<file path="config.mk">
export PLATFORM = sky130hd
export DESIGN_NAME = txd_frame_ctrl
export DESIGN_NICKNAME = d
export VERILOG_FILES = /design/src/rtl/txd_frame_ctrl.sv
export SDC_FILE = /design/constraint.sdc
export NUM_CORES = 1
export LEC_CHECK = 0
export ABC_CLOCK_PERIOD_IN_PS = 5110
export CORE_UTILIZATION = 25
export CTS_CLUSTER_SIZE = 30
export DETAILED_ROUTE_END_ITERATION = 16
export GPL_TIMING_DRIVEN = 0
export PLACE_DENSITY = 0.49
export SLEW_MARGIN = 20
export SYNTH_ARGS = -nofsm -noshare
export SYNTH_HDL_FRONTEND = slang
export SYNTH_SLANG_ARGS = --single-unit
</file>
<file path="constraint.sdc">
create_clock -name clk_sig -period 5.11 [get_ports clk_sig]
set_input_delay 1.022 -clock clk_sig [delete_from_list [all_inputs] [get_ports clk_sig]]
set_output_delay 1.022 -clock clk_sig [all_outputs]
set_load 0.005 [all_outputs]
</file>
<file path="src/rtl/txd_frame_ctrl.sv">
// rtl/txd_frame_ctrl.sv - BPSK transmit frame scheduler with payload FIFO
// Frame: preamble, sync word, length byte, payload, silent guard; outputs registered.
module txd_frame_ctrl #(
    parameter int          BIT_DIV      = 4,
    parameter int          PREAMBLE_LEN = 32,
    parameter logic [15:0] SYNC_WORD    = 16'hD391,
    parameter int          GUARD_LEN    = 8,
    parameter int          FIFO_DEPTH   = 16,
    localparam int         CW           = $clog2(FIFO_DEPTH) + 1
) (
    input  logic          clk_sig,
    input  logic          rst,
    input  logic          wr_en,
    input  logic [7:0]    wr_data,
    input  logic          start,
    input  logic          abort,
    output logic          tx_bit,
    output logic          tx_en,
    output logic          bit_stb,
    output logic          busy,
    output logic          done,
    output logic          fifo_full,
    output logic [CW-1:0] fifo_count,
    output logic          wr_drop
);

    localparam int AW = $clog2(FIFO_DEPTH);
    localparam int DW = (BIT_DIV > 1) ? $clog2(BIT_DIV) : 1;
    localparam logic [DW-1:0] DIV_ONE = 1;
    localparam logic [AW-1:0] PTR_ONE = 1;
    localparam logic [CW-1:0] CNT_ONE = 1;

    typedef enum logic [2:0] {S_IDLE, S_PRE, S_SYNC, S_LEN, S_PAY, S_GUARD} state_t;

    state_t        state_q, state_d;
    logic [DW-1:0] div_q, div_d;
    logic [15:0]   bit_cnt_q, bit_cnt_d;
    logic [7:0]    byte_cnt_q, byte_cnt_d;
    logic [7:0]    len_q, len_d;
    logic [7:0]    sh_q, sh_d;
    logic [AW-1:0] wptr_q, wptr_d, rptr_q, rptr_d;
    logic [CW-1:0] count_q, count_d;
    logic [7:0]    mem [FIFO_DEPTH];
    logic          bit_end, pop, wr_acc;
    logic          tx_bit_q, tx_bit_d, tx_en_q, tx_en_d, bit_stb_q, bit_stb_d;
    logic          busy_q, busy_d, done_q, done_d, full_q, full_d, drop_q, drop_d;

    always_ff @(posedge clk_sig or posedge rst) begin
        if (rst) begin
            state_q    <= S_IDLE;
            div_q      <= '0;
            bit_cnt_q  <= '0;
            byte_cnt_q <= '0;
            len_q      <= '0;
            sh_q       <= '0;
            wptr_q     <= '0;
            rptr_q     <= '0;
            count_q    <= '0;
            tx_bit_q   <= 1'b0;
            tx_en_q    <= 1'b0;
            bit_stb_q  <= 1'b0;
            busy_q     <= 1'b0;
            done_q     <= 1'b0;
            full_q     <= 1'b0;
            drop_q     <= 1'b0;
        end else begin
            state_q    <= state_d;
            div_q      <= div_d;
            bit_cnt_q  <= bit_cnt_d;
            byte_cnt_q <= byte_cnt_d;
            len_q      <= len_d;
            sh_q       <= sh_d;
            wptr_q     <= wptr_d;
            rptr_q     <= rptr_d;
            count_q    <= count_d;
            tx_bit_q   <= tx_bit_d;
            tx_en_q    <= tx_en_d;
            bit_stb_q  <= bit_stb_d;
            busy_q     <= busy_d;
            done_q     <= done_d;
            full_q     <= full_d;
            drop_q     <= drop_d;
        end
    end

    always_ff @(posedge clk_sig) begin
        if (wr_acc) mem[wptr_q] <= wr_data;
    end

    // Next-state: every bit ends on the last divider cycle; the next byte is
    // popped on the edge that enters its first bit so its MSB is valid at once.
    always_comb begin
        state_d    = state_q;
        div_d      = div_q;
        bit_cnt_d  = bit_cnt_q;
        byte_cnt_d = byte_cnt_q;
        len_d      = len_q;
        sh_d       = sh_q;
        pop        = 1'b0;
        done_d     = 1'b0;
        bit_end    = (div_q == DW'(BIT_DIV - 1));
        if (abort) begin
            state_d    = S_IDLE;
            div_d      = '0;
            bit_cnt_d  = '0;
            byte_cnt_d = '0;
        end else if (state_q == S_IDLE) begin
            if (start && count_q != '0) begin
                state_d    = S_PRE;
                len_d      = 8'(count_q);
                div_d      = '0;
                bit_cnt_d  = '0;
                byte_cnt_d = '0;
            end
        end else begin
            div_d = bit_end ? '0 : div_q + DIV_ONE;
            if (bit_end) begin
                bit_cnt_d = bit_cnt_q + 16'd1;
                case (state_q)
                    S_PRE: if (bit_cnt_q == 16'(PREAMBLE_LEN - 1)) begin
                        state_d   = S_SYNC;
                        bit_cnt_d = '0;
                    end
                    S_SYNC: if (bit_cnt_q == 16'd15) begin
                        state_d   = S_LEN;
                        bit_cnt_d = '0;
                    end
                    S_LEN: if (bit_cnt_q == 16'd7) begin
                        state_d    = S_PAY;
                        bit_cnt_d  = '0;
                        byte_cnt_d = '0;
                        pop        = 1'b1;
                        sh_d       = mem[rptr_q];
                    end
                    S_PAY: begin
                        if (bit_cnt_q == 16'd7) begin
                            bit_cnt_d = '0;
                            if (byte_cnt_q == len_q - 8'd1) begin
                                if (GUARD_LEN == 0) begin
                                    state_d = S_IDLE;
                                    done_d  = 1'b1;
                                end else begin
                                    state_d = S_GUARD;
                                end
                            end else begin
                                byte_cnt_d = byte_cnt_q + 8'd1;
                                pop        = 1'b1;
                                sh_d       = mem[rptr_q];
                            end
                        end else begin
                            sh_d = {sh_q[6:0], 1'b0};
                        end
                    end
                    S_GUARD: if (bit_cnt_q == 16'(GUARD_LEN - 1)) begin
                        state_d   = S_IDLE;
                        bit_cnt_d = '0;
                        done_d    = 1'b1;
                    end
                    default: state_d = S_IDLE;
                endcase
            end
        end
    end

    // FIFO: a write during abort is discarded silently; a write while full
    // is dropped even if this cycle pops.
    always_comb begin
        wr_acc  = wr_en && !full_q && !abort;
        drop_d  = wr_en && full_q && !abort;
        wptr_d  = wptr_q;
        rptr_d  = rptr_q;
        count_d = count_q;
        if (abort) begin
            wptr_d  = '0;
            rptr_d  = '0;
            count_d = '0;
        end else begin
            if (wr_acc) wptr_d = wptr_q + PTR_ONE;
            if (pop)    rptr_d = rptr_q + PTR_ONE;
            case ({wr_acc, pop})
                2'b10:   count_d = count_q + CNT_ONE;
                2'b01:   count_d = count_q - CNT_ONE;
                default: count_d = count_q;
            endcase
        end
        full_d = (count_d == CW'(FIFO_DEPTH));
    end

    always_comb begin
        tx_bit_d  = 1'b0;
        tx_en_d   = (state_d == S_PRE) || (state_d == S_SYNC) ||
                    (state_d == S_LEN) || (state_d == S_PAY);
        busy_d    = (state_d != S_IDLE);
        bit_stb_d = tx_en_d && (div_d == '0);
        case (state_d)
            S_PRE:   tx_bit_d = ~bit_cnt_d[0];
            S_SYNC:  tx_bit_d = SYNC_WORD[~bit_cnt_d[3:0]];
            S_LEN:   tx_bit_d = len_d[~bit_cnt_d[2:0]];
            S_PAY:   tx_bit_d = sh_d[7];
            default: tx_bit_d = 1'b0;
        endcase
    end

    assign tx_bit     = tx_bit_q;
    assign tx_en      = tx_en_q;
    assign bit_stb    = bit_stb_q;
    assign busy       = busy_q;
    assign done       = done_q;
    assign fifo_full  = full_q;
    assign fifo_count = count_q;
    assign wr_drop    = drop_q;

endmodule

</file>
[Yosys cells after proc, flatten, opt, wreduce, memory -nomap -nowiden]
Memories as Yosys holds them, arrays and structs flattened.
Index checks and enable logic that the tools add are counted.
Cells by class
  $add $sub $neg: 8
  order comparisons: 2
  eq/ne operators: 23
  mux-type cells: 64
  bitwise gates (word level): 5
  reductions and logical operators: 24
Operators by type and width (count)
  $mux W8: 16
  $mux W16: 7
  $pmux W16 S3: 1
  $pmux W8 S2: 2
  $mux W3: 10
  $add A16 B1 Y16 const B: 1
  $eq A16 B3 Y1 const B: 1
  $eq A16 B4 Y1 const B: 1
  $eq A16 B5 Y1 const B: 1
  $mux W4: 4
  $pmux W3 S5: 1
  $mux W1: 14
  $eq A3 B2 Y1 const B: 4
  $ne A4 B4 Y1 const B: 3
  $reduce_and A6 Y1: 2
  $pmux W5 S2: 1
  $eq A3 B3 Y1 const B: 3
  $add A4 B1 Y4 const B: 2
  $add A8 B1 Y8 const B: 1
  $eq A8 B8 Y1: 1
  $mux W2: 4
  $sub A8 B1 Y8 const B: 1
  $eq A3 B1 Y1 const B: 2
  $logic_and A1 B1 Y1: 6
  28 further kinds: 37
Word-level totals
  bits in registers: 65
  RAM bits: 128
  memory bits (read-only): 16
  bits of input ports: 13
  logic and storage cells: 146
  memories kept: 2
Memory list
  mem: depth 16, width 8, rd ports 1, clocked after memory_dff 0, write ports 1, line 43  | logic [7:0] mem [FIFO_DEPTH];
  (name not given): depth 16, width 1, rd ports 1, clocked after memory_dff 0, write ports 0, line 197  | S_SYNC: tx_bit_d = SYNC_WORD[~bit_cnt_d[3:0]];

[Logic depth before layout (Yosys ltp)]
Gate-level depths: netlist (run 1).
  depth after elaboration: 13
  gate-level depth with buffers: 19
  gate-level depth less buffers: 19

[Least setup slack after synthesis (run 1)]
No wires, ideal clock.
  path type: reg-to-reg
  from: register len_q[0]
  to: register full_q, in the netlist fifo_full
  library setup time: 86 ps
  data arrival time: 3854 ps
  setup slack: 1170 ps
  cell stages (with the launch flop): 18
  buffers on the path: 0
  clock period less this slack: 3940 ps
  cells stage by stage: dfrtp_1 -> or4_1 -> or4_1 -> nand4_1 -> o211ai_1 -> a31oi_1 -> or2_2 -> nor2_1 -> ha_1 -> ha_1 -> a21o_1 -> a21oi_1 -> xor2_1 -> nor2_1 -> a21oi_1 -> nor2_1 -> or4_1 -> nor3_1
On the way
  cells in the longest elaborated chain, start to end: 12
Ends and longest elaborated chain
  from (decl): line 39  | logic [7:0] len_q, len_d;
  from (signal assigned): line 71  | len_q <= len_d;
  $sub A8 B1 Y8 *: line 138  | if (byte_cnt_q == len_q - 8'd1) begin
  $eq A8 B8 Y1 *: line 138
  $mux W1 *: line 138
  $mux W1 *: line 136  | if (bit_cnt_q == 16'd7) begin
  $pmux W1 S2 *: line 119  | case (state_q)
  $mux W1 *: line 117  | if (bit_end) begin
  $mux W1 *: line 107  | end else if (state_q == S_IDLE) begin
  $mux W1 *: line 102  | if (abort) begin
  $eq A2 B1 Y1 / $eq A2 B2 Y1 (equally long branches): line 180  | case ({wr_acc, pop})
  $pmux W5 S2 *: line 180
  $mux W5 *: line 173  | if (abort) begin
  via count_d[3]: line 42  | logic [CW-1:0] count_q, count_d;
  $eq A5 B5 Y1 *: line 186  | full_d = (count_d == CW'(FIFO_DEPTH));
  via full_d: line 46  | logic busy_q, busy_d, done_q, done_d, full_q, full_d, drop_q, drop_d;
  to (signal assigned): line 81  | full_q <= full_d;
  to (decl): line 46
The timed path passes the listed nets; every way through them passes the cells marked *.
A chain may end at the register's enable or synchronous reset.

[Final worst setup path (run 1)]
Same ends and word-level chain as after synthesis.

==> reports/summary.txt, run 1 <==
outcome: finished clean
ys async rst share: 0.337
relative slew slack: 0.273
number of remaining DRC errors: 0
vias in the first global route: 5579
first-pass GRT wire length: 32700 um
Routed Antenna Nets: 0
post-CTS setup repair buffer count: 0
combinational share of power: 0.059
die area: 0.0370 mm^2
Hold Path Sink: byte_cnt_q[7]
RSZ-0062 raised after global routing: false
CP Launch Type: flip-flop
setup ws final: 0.469 ns
Ports: 25
ant diodes: 0
Clock transition at path regs: 0.08 ns
DR pass1 iterations: 4
share of layout cells above drive strength 1: 0.159
pre-CTS WS: 0.466 ns
worst clock skew: 0.0115 ns
CTS Hold Bufs: 0
core area: 0.0356 mm^2
Leak: 3.70 nW
initial antenna violation count: 0
drt wl/cell: 17.5 um
pwr dens: 308 mW/mm^2
Avg Inst Size Synth: 13.9 um^2
Internal: 2.42 mW
R2R setup slack: 0.47 ns
Synth cell types: 72
Initial Utilization: 0.255
area of placed instances: 0.00991 mm^2
# setup viols final: 0
Port Buffers: 24
number of flops mapped to enable cells by yosys: 128
Total Neg Setup Slack: 0 ns
drt first-iter violations: 356
Die X: 192 um
synthesis-stage register bit count: 193
Psw: 0.811 mW
Yosys top cell area share: 0.425
Syn Inst Count: 652
hold path cells: 1
Worst R2R Start: len_q[0]
maximum clock frequency: 215 MHz
Core Rows: 69
vias: 5442
Syn. warnings: 0
fin crit period: 4.64 ns
fin crit share: 0.908
critical path capture point type: flip-flop
R2R depth: 17
VDD IR max: 0.249 mV
Seq pwr share: 0.527
gpl congestion: 0.788
Worst Hold Class: flip-flop to flip-flop
H-tree lvl count: 4
Area contributors post-synth: edfxtp_1 (42%), dfrtp_1 (18%), mux4_2 (10%)
CTS Buffer Depth: 2
CTS tree: yes
Synth area leader: edfxtp_1
post-cts resize count: 0
Setup CP Type: flip-flop to flip-flop
most common cell after layout, fill and taps aside: edfxtp_1
worst-path maximum fanout: 5
Critical Path AT: 5.00 ns
most frequent cells in the layout: edfxtp_1 (128), dfrtp_1 (65), nor2_1 (56), mux4_2 (40), nand2_1 (35)
gr usage total: 0.118
Layout Nets: 725
CTS buffer count: 17
Sink Count: 193
clock network power share: 0.414
largest net degree at the start of global routing: 40
Main synth FF type: edfxtp_1
HP Start: byte_cnt_q[7]
number of max-cap violations: 0
worst skew pair latency: 0.44 ns
Final Hold Viols: 0
Max Slew Vio Count: 0
sequential fraction of the synthesis area: 0.604
Vias/cell: 4.65
Finished Cell Area: 0.0105 mm^2
Post-Route WL: 20500 um
detailed placement HPWL: 14100 um
terminus of the critical flop-to-flop path: fifo_full
Syn Nets: 681
Syn Std Cell Area: 0.00905 mm^2
Die Y: 192 um
GRT overflow: 0
CTS root buf: clkbuf_16
Worst Path Required: 5.47 ns
sw frac: 0.251
Slew @ Worst Pin: 1.09 ns
Area Overhead vs Synth: 16.0%
synthesized netlist by cell type, drive strengths merged, types with 3 or more instances:
library cell and number:
o211ai 4, o21ai 30, a21o 4, nand2b 15
or3 3, nor2b 4, xnor2 11, xor2 13
nand4 10, a211oi 6, a22o 7, and2 7
nor4 4, mux2i 4, and4 3, mux4 40
nand2 35, nand3 16, inv 24, dfrtp 65
edfxtp 128, o31ai 9, nor3b 5, a21oi 18
ha 15, mux2 12, o21a 4, buf 10
nor2 56, clkbuf 18, or4 6, or2 4
and3 12, a31oi 5, nor3 16
per-layer routing:
layer / share of wire / GRT usage / vias to the layer above
li1: - / - / 2581
met1: 0.47 / 0.160 / 2768
met2: 0.48 / 0.190 / 77
met3: 0.035 / 0.0249 / 16
met4: 0.012 / 0.0339 / 0
met5: 0 / 0 / -
worst max-delay path, cell delays in order, from the launching register on:
cell and delay, ns:
dfrtp_1 0.43, or4_1 0.56, or4_1 0.51, nand4_1 0.24, o211ai_1 0.29, a31oi_1 0.26, or2_2 0.15, nor2_1 0.08
ha_1 0.28, ha_1 0.29, a21o_1 0.18, a21oi_1 0.17, xor2_1 0.17, nor2_1 0.06, a21oi_1 0.12, nor2_1 0.07
or4_1 0.54, nor3_1 0.15
logic make-up (layout without fill, tap and decap cells):
group / Yosys count / in the layout / synth area share
compound gates: 107 / 107 / 0.0822
xor+xnor: 24 / 24 / 0.0232
fa+ha+maj: 16 / 16 / 0.0229
buf+inv: 52 / 109 / 0.0234
flops: 193 / 193 / 0.604
mux: 56 / 56 / 0.120
simple gates: 204 / 204 / 0.124
per-stage QoR:
stage                util  hold WS [ns]  power, mW  cells
detailed placement  0.279         0.497       1.93   1138
finish              0.295         0.506       3.23   1170
global route        0.295         0.527       3.34   1170
CTS                 0.295         0.515       3.27   1170
global placement    0.277         0.493       1.93   1137
floorplan               -         0.465       1.85    652
worst max-delay path by stage:
stage,from,end,cells after the start
final,len_q[0],fifo_full,17
after CTS,len_q[0],fifo_full,17
after floorplan,len_q[0],fifo_full,17
after detailed placement,abort,tx_bit,12
after global routing,len_q[0],fifo_full,19
after global placement,abort,fifo_full,14
sequential cells by signal, indices dropped and copies added (netlist names), 2 cells and up:
register    count
mem           128
sh_q            8
rptr_q          4
len_q           8
div_q           2
state_q         3
fifo_count      5
byte_cnt_q      8
bit_cnt_q      16
wptr_q          4
cell type report:
cell class	instances	area [um^2]
fill	3620	25100
inverter	24	92.6
tap	461	577
clock buffer	17	425
buffer	28	121
multi-input combinational	407	3390
sequential	193	5470
timing repair buffer	25	260
clock inverter	15	163
power groups by stage:
stage | sequential, mW | clock (mW) | combinational, mW
after floorplan | 1.73 | 0 | 0.113
after global placement | 1.74 | 0 | 0.190
after detailed placement | 1.74 | 0 | 0.194
after CTS | 1.70 | 1.37 | 0.195
after global routing | 1.70 | 1.42 | 0.213
final | 1.70 | 1.34 | 0.192
(Power assumes the default switching activity.)
==> inputs of run 2 (changes only) <==
--- a/config.mk
+++ b/config.mk
@@ -6,11 +6,11 @@
 export NUM_CORES = 1
 export LEC_CHECK = 0
 export ABC_CLOCK_PERIOD_IN_PS = 5110
-export CORE_UTILIZATION = 25
+export CORE_UTILIZATION = 45
 export CTS_CLUSTER_SIZE = 30
 export DETAILED_ROUTE_END_ITERATION = 16
 export GPL_TIMING_DRIVEN = 0
-export PLACE_DENSITY = 0.49
+export PLACE_DENSITY = 0.71
 export SLEW_MARGIN = 20
 export SYNTH_ARGS = -nofsm -noshare
 export SYNTH_HDL_FRONTEND = slang
==> reports/summary.txt, run 2 (synthesized netlist as in run 1, its figures left out) <==
outcome: finished clean (unchanged)
Leak: 3.71 nW (was 3.70 nW)
initial antenna violation count: 0 (unchanged)
fin crit share: 0.893 (was 0.908)
number of max-cap violations: 0 (unchanged)
pwr dens: 314 mW/mm^2 (was 308 mW/mm^2)
Power, Total: 3.23 mW (about the same)
maximum clock frequency: 219 MHz (was 215 MHz)
CTS buffer count: 17 (unchanged)
Clock transition at path regs: 0.08 ns (about the same)
worst skew pair latency: 0.44 ns (about the same)
Worst Path Required: 5.46 ns (was 5.47 ns)
fin crit period: 4.56 ns (was 4.64 ns)
drt first-iter violations: 571 (was 356)
Ports: 25 (unchanged)
number of remaining DRC errors: 0 (unchanged)
Worst Hold Class: flip-flop to flip-flop (unchanged)
relative slew slack: 0.387 (was 0.273)
Core Util, Final: 0.524 (was 0.295)
terminus of the critical flop-to-flop path: fifo_full (unchanged)
Post-Route WL: 18300 um (was 20500 um)
Placed Instances: 942 (was 1138)
CTS tree: yes (unchanged)
ant diodes: 0 (unchanged)
Core Rows: 51 (was 69)
core area: 0.0196 mm^2 (was 0.0356 mm^2)
Slew @ Worst Pin: 0.916 ns (was 1.09 ns)
Area Overhead vs Synth: 13.5% (was 16.0%)
Initial Utilization: 0.462 (was 0.255)
Sink Count: 193 (unchanged)
drt wl/cell: 18.7 um (was 17.5 um)
vias in the first global route: 5716 (was 5579)
CTS Hold Bufs: 0 (unchanged)
Die Y: 144 um (was 192 um)
Total Neg Setup Slack: 0 ns (unchanged)
Final Non-Filler Cells: 974 (was 1170)
Layout Nets: 725 (unchanged)
met2 Usage GRT: 0.323 (was 0.190)
GR peak layer: met2 (unchanged)
Largest register FFs: 128 (unchanged)
launch point of the worst path: len_q[0] (unchanged)
R2R setup slack: 0.55 ns (was 0.47 ns)
post-CTS setup repair buffer count: 0 (unchanged)
CTS root buf: clkbuf_16 (unchanged)
grt met3 use: 0.0430 (was 0.0249)
DR pass1 iterations: 5 (was 4)
CP Launch Type: flip-flop (unchanged)
Final Hold Viols: 0 (unchanged)
# setup viols final: 0 (unchanged)
worst-path maximum fanout: 5 (unchanged)
post-cts resize count: 0 (unchanged)
Critical Path AT: 4.92 ns (was 5.00 ns)
first-pass GRT wire length: 29600 um (was 32700 um)
gr usage total: 0.191 (was 0.118)
Largest Register: mem (unchanged)
Worst R2R Start: len_q[0] (unchanged)
R2R depth: 19 (was 17)
Routed Antenna Nets: 0 (unchanged)
crit path capture: fifo_full (unchanged)
gpl congestion: 0.886 (was 0.788)
H-tree lvl count: 4 (unchanged)
Die X: 144 um (was 192 um)
GRT overflow: 0 (unchanged)
Vias/cell: 5.73 (was 4.65)
worst clock skew: 0.0148 ns (was 0.0115 ns)
largest net degree at the start of global routing: 34 (was 40)
RSZ-0062 raised after global routing: false (unchanged)
share of layout cells above drive strength 1: 0.161 (was 0.159)
most common cell after layout, fill and taps aside: edfxtp_1 (unchanged)
VDD IR max: 0.259 mV (was 0.249 mV)
detailed placement HPWL: 12800 um (was 14100 um)
CTS Buffer Depth: 2 (unchanged)
Setup CP Type: flip-flop to flip-flop (unchanged)
Port Buffers: 24 (unchanged)
most frequent cells in the layout: edfxtp_1 (128), dfrtp_1 (65), nor2_1 (56), mux4_2 (40), nand2_1 (35) (unchanged)
critical path capture point type: flip-flop (unchanged)
met1 Use GR: 0.249 (was 0.160)
Max Slew Vio Count: 0 (unchanged)
die area: 0.0207 mm^2 (was 0.0370 mm^2)
vias: 5577 (was 5442)
worst hold slack: 0.517 ns (was 0.506 ns)
top flop regs: mem (128), bit_cnt_q (16) (unchanged)
## run 2: metal layers
metal / vias up / routed length, um
li1: 2586 / -
met1: 2856 / 8100
met2: 112 / 9330
met3: 23 / 621
met4: 0 / 201
met5: - / 0
## run 2: final cells by class
cell class | instances | area [um^2]
Clock inverter | 15 | 179
Multi-Input combinational cell | 407 | 3390
Tap cell | 265 | 332
Timing Repair Buffer | 25 | 260
Inverter | 24 | 92.6
Clock buffer | 17 | 425
Fill cell | 1620 | 9320
Sequential cell | 193 | 5470
Buffer | 28 | 121
## run 2: worst min path at each step
stage / start / endpoint / slack (ns) / cells past startpoint
6_report: sh_q[4] / sh_q[4] / 0.52 / 1
5_1_grt: byte_cnt_q[7] / byte_cnt_q[7] / 0.54 / 1
4_1_cts: sh_q[6] / sh_q[6] / 0.52 / 1
3_5_place_dp: sh_q[6] / sh_q[6] / 0.50 / 1
3_3_place_gp: sh_q[3] / sh_q[3] / 0.49 / 1
2_1_floorplan: byte_cnt_q[7] / byte_cnt_q[7] / 0.46 / 1
## run 2: power breakdown
part | switching (mW) | leakage, nW | total [mW] | internal [mW]
Combinational | 0.110 | 1.37 | 0.186 | 0.0765
Clock | 0.671 | 0.292 | 1.34 | 0.666
Sequential | 0.0140 | 2.05 | 1.70 | 1.69
Total | 0.794 | 3.71 | 3.23 | 2.43
## run 2: through the flow
step | instance area (um^2) | setup slack, ns
detailed placement | 9670 | 0.477
global placement | 9620 | 0.502
finish | 10300 | 0.548
floorplan | 9050 | 1.17
global route | 10300 | 0.274
CTS | 10300 | 0.609
## run 2: worst max-delay path, stage by stage, from the launching register on
cell and delay, ns:
dfrtp_1 0.44, inv_1 0.08, ha_1 0.19, nor3b_2 0.32
mux2i_1 0.23, o22ai_1 0.13, o211ai_1 0.44, a31oi_1 0.16
or2_2 0.32, nor2_1 0.23, ha_1 0.27, ha_1 0.25
a21o_1 0.17, a21oi_1 0.18, xor2_1 0.16, nor2_1 0.05
a21oi_1 0.13, nor2_1 0.06, or4_1 0.55, nor3_1 0.15
==> inputs of run 3 (changes only) <==
--- a/config.mk
+++ b/config.mk
@@ -11,6 +11,8 @@
 export DETAILED_ROUTE_END_ITERATION = 16
 export GPL_TIMING_DRIVEN = 0
 export PLACE_DENSITY = 0.71
+export REMOVE_ABC_BUFFERS = 1
+export SETUP_SLACK_MARGIN = 0.5
 export SLEW_MARGIN = 20
 export SYNTH_ARGS = -nofsm -noshare
 export SYNTH_HDL_FRONTEND = slang
==> reports/summary.txt, run 3 (synthesized netlist as in run 1, its figures left out) <==
detailed placement HPWL: 12400 um (was 12800 um)
DR pass1 iterations: 5 (unchanged)
FILL cells: 1601 (was 1620)
Core Rows: 51 (unchanged)
Placed Instances: 915 (was 942)
RSZ-0062 raised after global routing: false (unchanged)
core area: 0.0196 mm^2 (unchanged)
critical path depth: 18 (was 19)
relative slew slack: 0.327 (was 0.387)
Setup CP Type: flip-flop to flip-flop (unchanged)
number of max-cap violations: 0 (unchanged)
CTS root buf: clkbuf_16 (unchanged)
Clock transition at path regs: 0.08 ns (about the same)
Routed Antenna Nets: 0 (unchanged)
Seq pwr share: 0.517 (was 0.528)
die area: 0.0207 mm^2 (unchanged)
drt first-iter violations: 499 (was 571)
GRT overflow: 0 (unchanged)
CTS tree: yes (unchanged)
Worst Path Required: 5.45 ns (was 5.46 ns)
Post-Route WL: 18900 um (was 18300 um)
Area Overhead vs Synth: 13.8% (was 13.5%)
Largest Register: mem (unchanged)
crit path cell chain: or4_4 > or4_1 > nand4_1 > o211ai_1 > buf_4 > a31oi_1 > or2_2 > nor2_2 > ha_1 > ha_1 > a21o_1 > a21oi_2 > xor2_1 > nor2_1 > a21oi_1 > nor2_1 > or4_1 > nor3_2 (was inv_1 > ha_1 > nor3b_2 > mux2i_1 > o22ai_1 > o211ai_1 > a31oi_1 > or2_2 > nor2_1 > ha_1 > ha_1 > a21o_1 > a21oi_1 > xor2_1 > nor2_1 > a21oi_1 > nor2_1 > or4_1 > nor3_1)
clock network power share: 0.425 (was 0.415)
critical path's largest stage delay: 0.58 ns (was 0.55 ns)
VDD IR max: 0.285 mV (was 0.259 mV)
Internal: 2.46 mW (was 2.43 mW)
Final Non-Filler Cells: 951 (was 974)
Worst Hold Class: flip-flop to flip-flop (unchanged)
launch point of the worst path: len_q[0] (unchanged)
pre-CTS WS: 0.119 ns (was 0.477 ns)
combinational share of power: 0.058 (about the same)
vias: 5602 (was 5577)
Max Slew Vio Count: 0 (unchanged)
Power, Total: 3.30 mW (was 3.23 mW)
area of placed instances: 0.00959 mm^2 (was 0.00967 mm^2)
area taken by multi-input logic gates: 0.00343 mm^2 (was 0.00339 mm^2)
most common cell after layout, fill and taps aside: edfxtp_1 (unchanged)
Vias/cell: 5.89 (was 5.73)
outcome: finished clean (unchanged)
worst-path maximum fanout: 5 (unchanged)
R2R depth: 18 (was 19)
vias in the first global route: 5775 (was 5716)
Crit path max-delay family: simple AND/OR/NAND/NOR gates (unchanged)
HP Start: sh_q[6] (was sh_q[4])
CP bufs+invs: 1 (unchanged)
Initial Utilization: 0.462 (unchanged)
Layout Nets: 702 (was 725)
first-pass GRT wire length: 31000 um (was 29600 um)
Ports: 25 (unchanged)
Critical Path AT: 4.79 ns (was 4.92 ns)
critical path capture point type: flip-flop (unchanged)
initial antenna violation count: 0 (unchanged)
Die X: 144 um (unchanged)
CP Launch Type: flip-flop (unchanged)
gr usage total: 0.199 (was 0.191)
maximum clock frequency: 225 MHz (was 219 MHz)
Psw: 0.840 mW (was 0.794 mW)
Final Hold Viols: 0 (unchanged)
# setup viols final: 0 (unchanged)
share of layout cells above drive strength 1: 0.179 (was 0.161)
fin crit share: 0.870 (was 0.893)
Finished Cell Area: 0.0103 mm^2 (about the same)
gpl congestion: 0.917 (was 0.886)
setup ws final: 0.667 ns (was 0.548 ns)
Largest register FFs: 128 (unchanged)
Port Buffers: 24 (unchanged)
worst clock skew: 0.0176 ns (was 0.0148 ns)
most frequent cells in the layout: edfxtp_1 (128), dfrtp_1 (62), nor2_1 (54), mux4_2 (40), nand2_1 (35) (was edfxtp_1 (128), dfrtp_1 (65), nor2_1 (56), mux4_2 (40), nand2_1 (35))
Sink Count: 193 (unchanged)
sw frac: 0.255 (was 0.246)
Worst R2R Start: len_q[0] (unchanged)
hold path cells: 1 (unchanged)
CP max stage cell: or4_1 (unchanged)
Total Neg Setup Slack: 0 ns (unchanged)
top flop regs: mem (128), bit_cnt_q (16) (unchanged)
CTS Buffer Depth: 2 (unchanged)
Slew @ Worst Pin: 1.01 ns (was 0.916 ns)
number of remaining DRC errors: 0 (unchanged)
fin crit period: 4.44 ns (was 4.56 ns)
Leak: 3.72 nW (was 3.71 nW)
ant diodes: 0 (unchanged)
drt wl/cell: 19.8 um (was 18.7 um)
Reg area: 0.00548 mm^2 (was 0.00547 mm^2)
worst skew pair latency: 0.44 ns (about the same)
Die Y: 144 um (unchanged)
pwr dens: 320 mW/mm^2 (was 314 mW/mm^2)
H-tree lvl count: 4 (unchanged)
largest net degree at the start of global routing: 60 (was 34)
CTS buffer count: 17 (unchanged)
[run 3: final cells by class]
cell class	instances	area share
Sequential cell	193	0.532
Multi-Input combinational cell	407	0.333
Clock buffer	17	0.0413
Tap cell	265	0.0322
Timing Repair Buffer	30	0.0318
Clock inverter	15	0.0208
Inverter	24	0.00899
[run 3: what timing repair did]
action / CTS / global route
gates resized for setup: 0 / 11
endpoints found under the setup margin: 1 / 2
pin swaps: 0 / 2
hold endpoints to repair: 0 / 0
buffers inserted: 1 / 3
hold buffers: 0 / 0
[run 3: routing by layer]
| metal | share of wire | up-vias | routed length (um) | global-route usage |
|---|---|---|---|---|
| met5 | 0 | - | 0 | 0 |
| met4 | 0.017 | 0 | 323 | 0.0622 |
| met3 | 0.040 | 27 | 755 | 0.0313 |
| met2 | 0.53 | 167 | 9920 | 0.348 |
| met1 | 0.42 | 2878 | 7850 | 0.253 |
| li1 | - | 2530 | - | - |
[run 3: path summary, 6_finish.rpt]
check	slack [ns]	endpoint
setup / recovery	0.67	fifo_full
hold / removal	0.52	sh_q[6]
setup reg to reg	0.67	fifo_full
hold reg to reg	0.52	sh_q[6]
max in group asynchronous	3.78	rptr_q[0]
min in group asynchronous	0.81	wptr_q[1]
[run 3: power by group through the flow]
stage / Combinational (mW) / Clock (mW) / Sequential [mW]
finish: 0.192 / 1.40 / 1.71
global route: 0.210 / 1.49 / 1.71
CTS: 0.182 / 1.42 / 1.70
detailed placement: 0.179 / 0 / 1.74
global placement: 0.167 / 0 / 1.74
floorplan: 0.106 / 0 / 1.74
[run 3: stage by stage]
stage                      util  hold WS [ns]
after floorplan               -         0.464
after global placement    0.485         0.494
after detailed placement  0.489         0.501
after CTS                 0.522         0.518
after global routing      0.526         0.534
final                     0.526         0.516
[run 3: worst reg2reg max path, delay by kind of cell (launching register included)]
kind	cells	cell delay, ns
AOI/OAI and AO/OA	5	0.72
xor gates and xnor gates	1	0.18
adders and majority gates	2	0.53
buffers and inverters	1	0.18
DFF	1	0.43
and+or+nand+nor	9	2.32
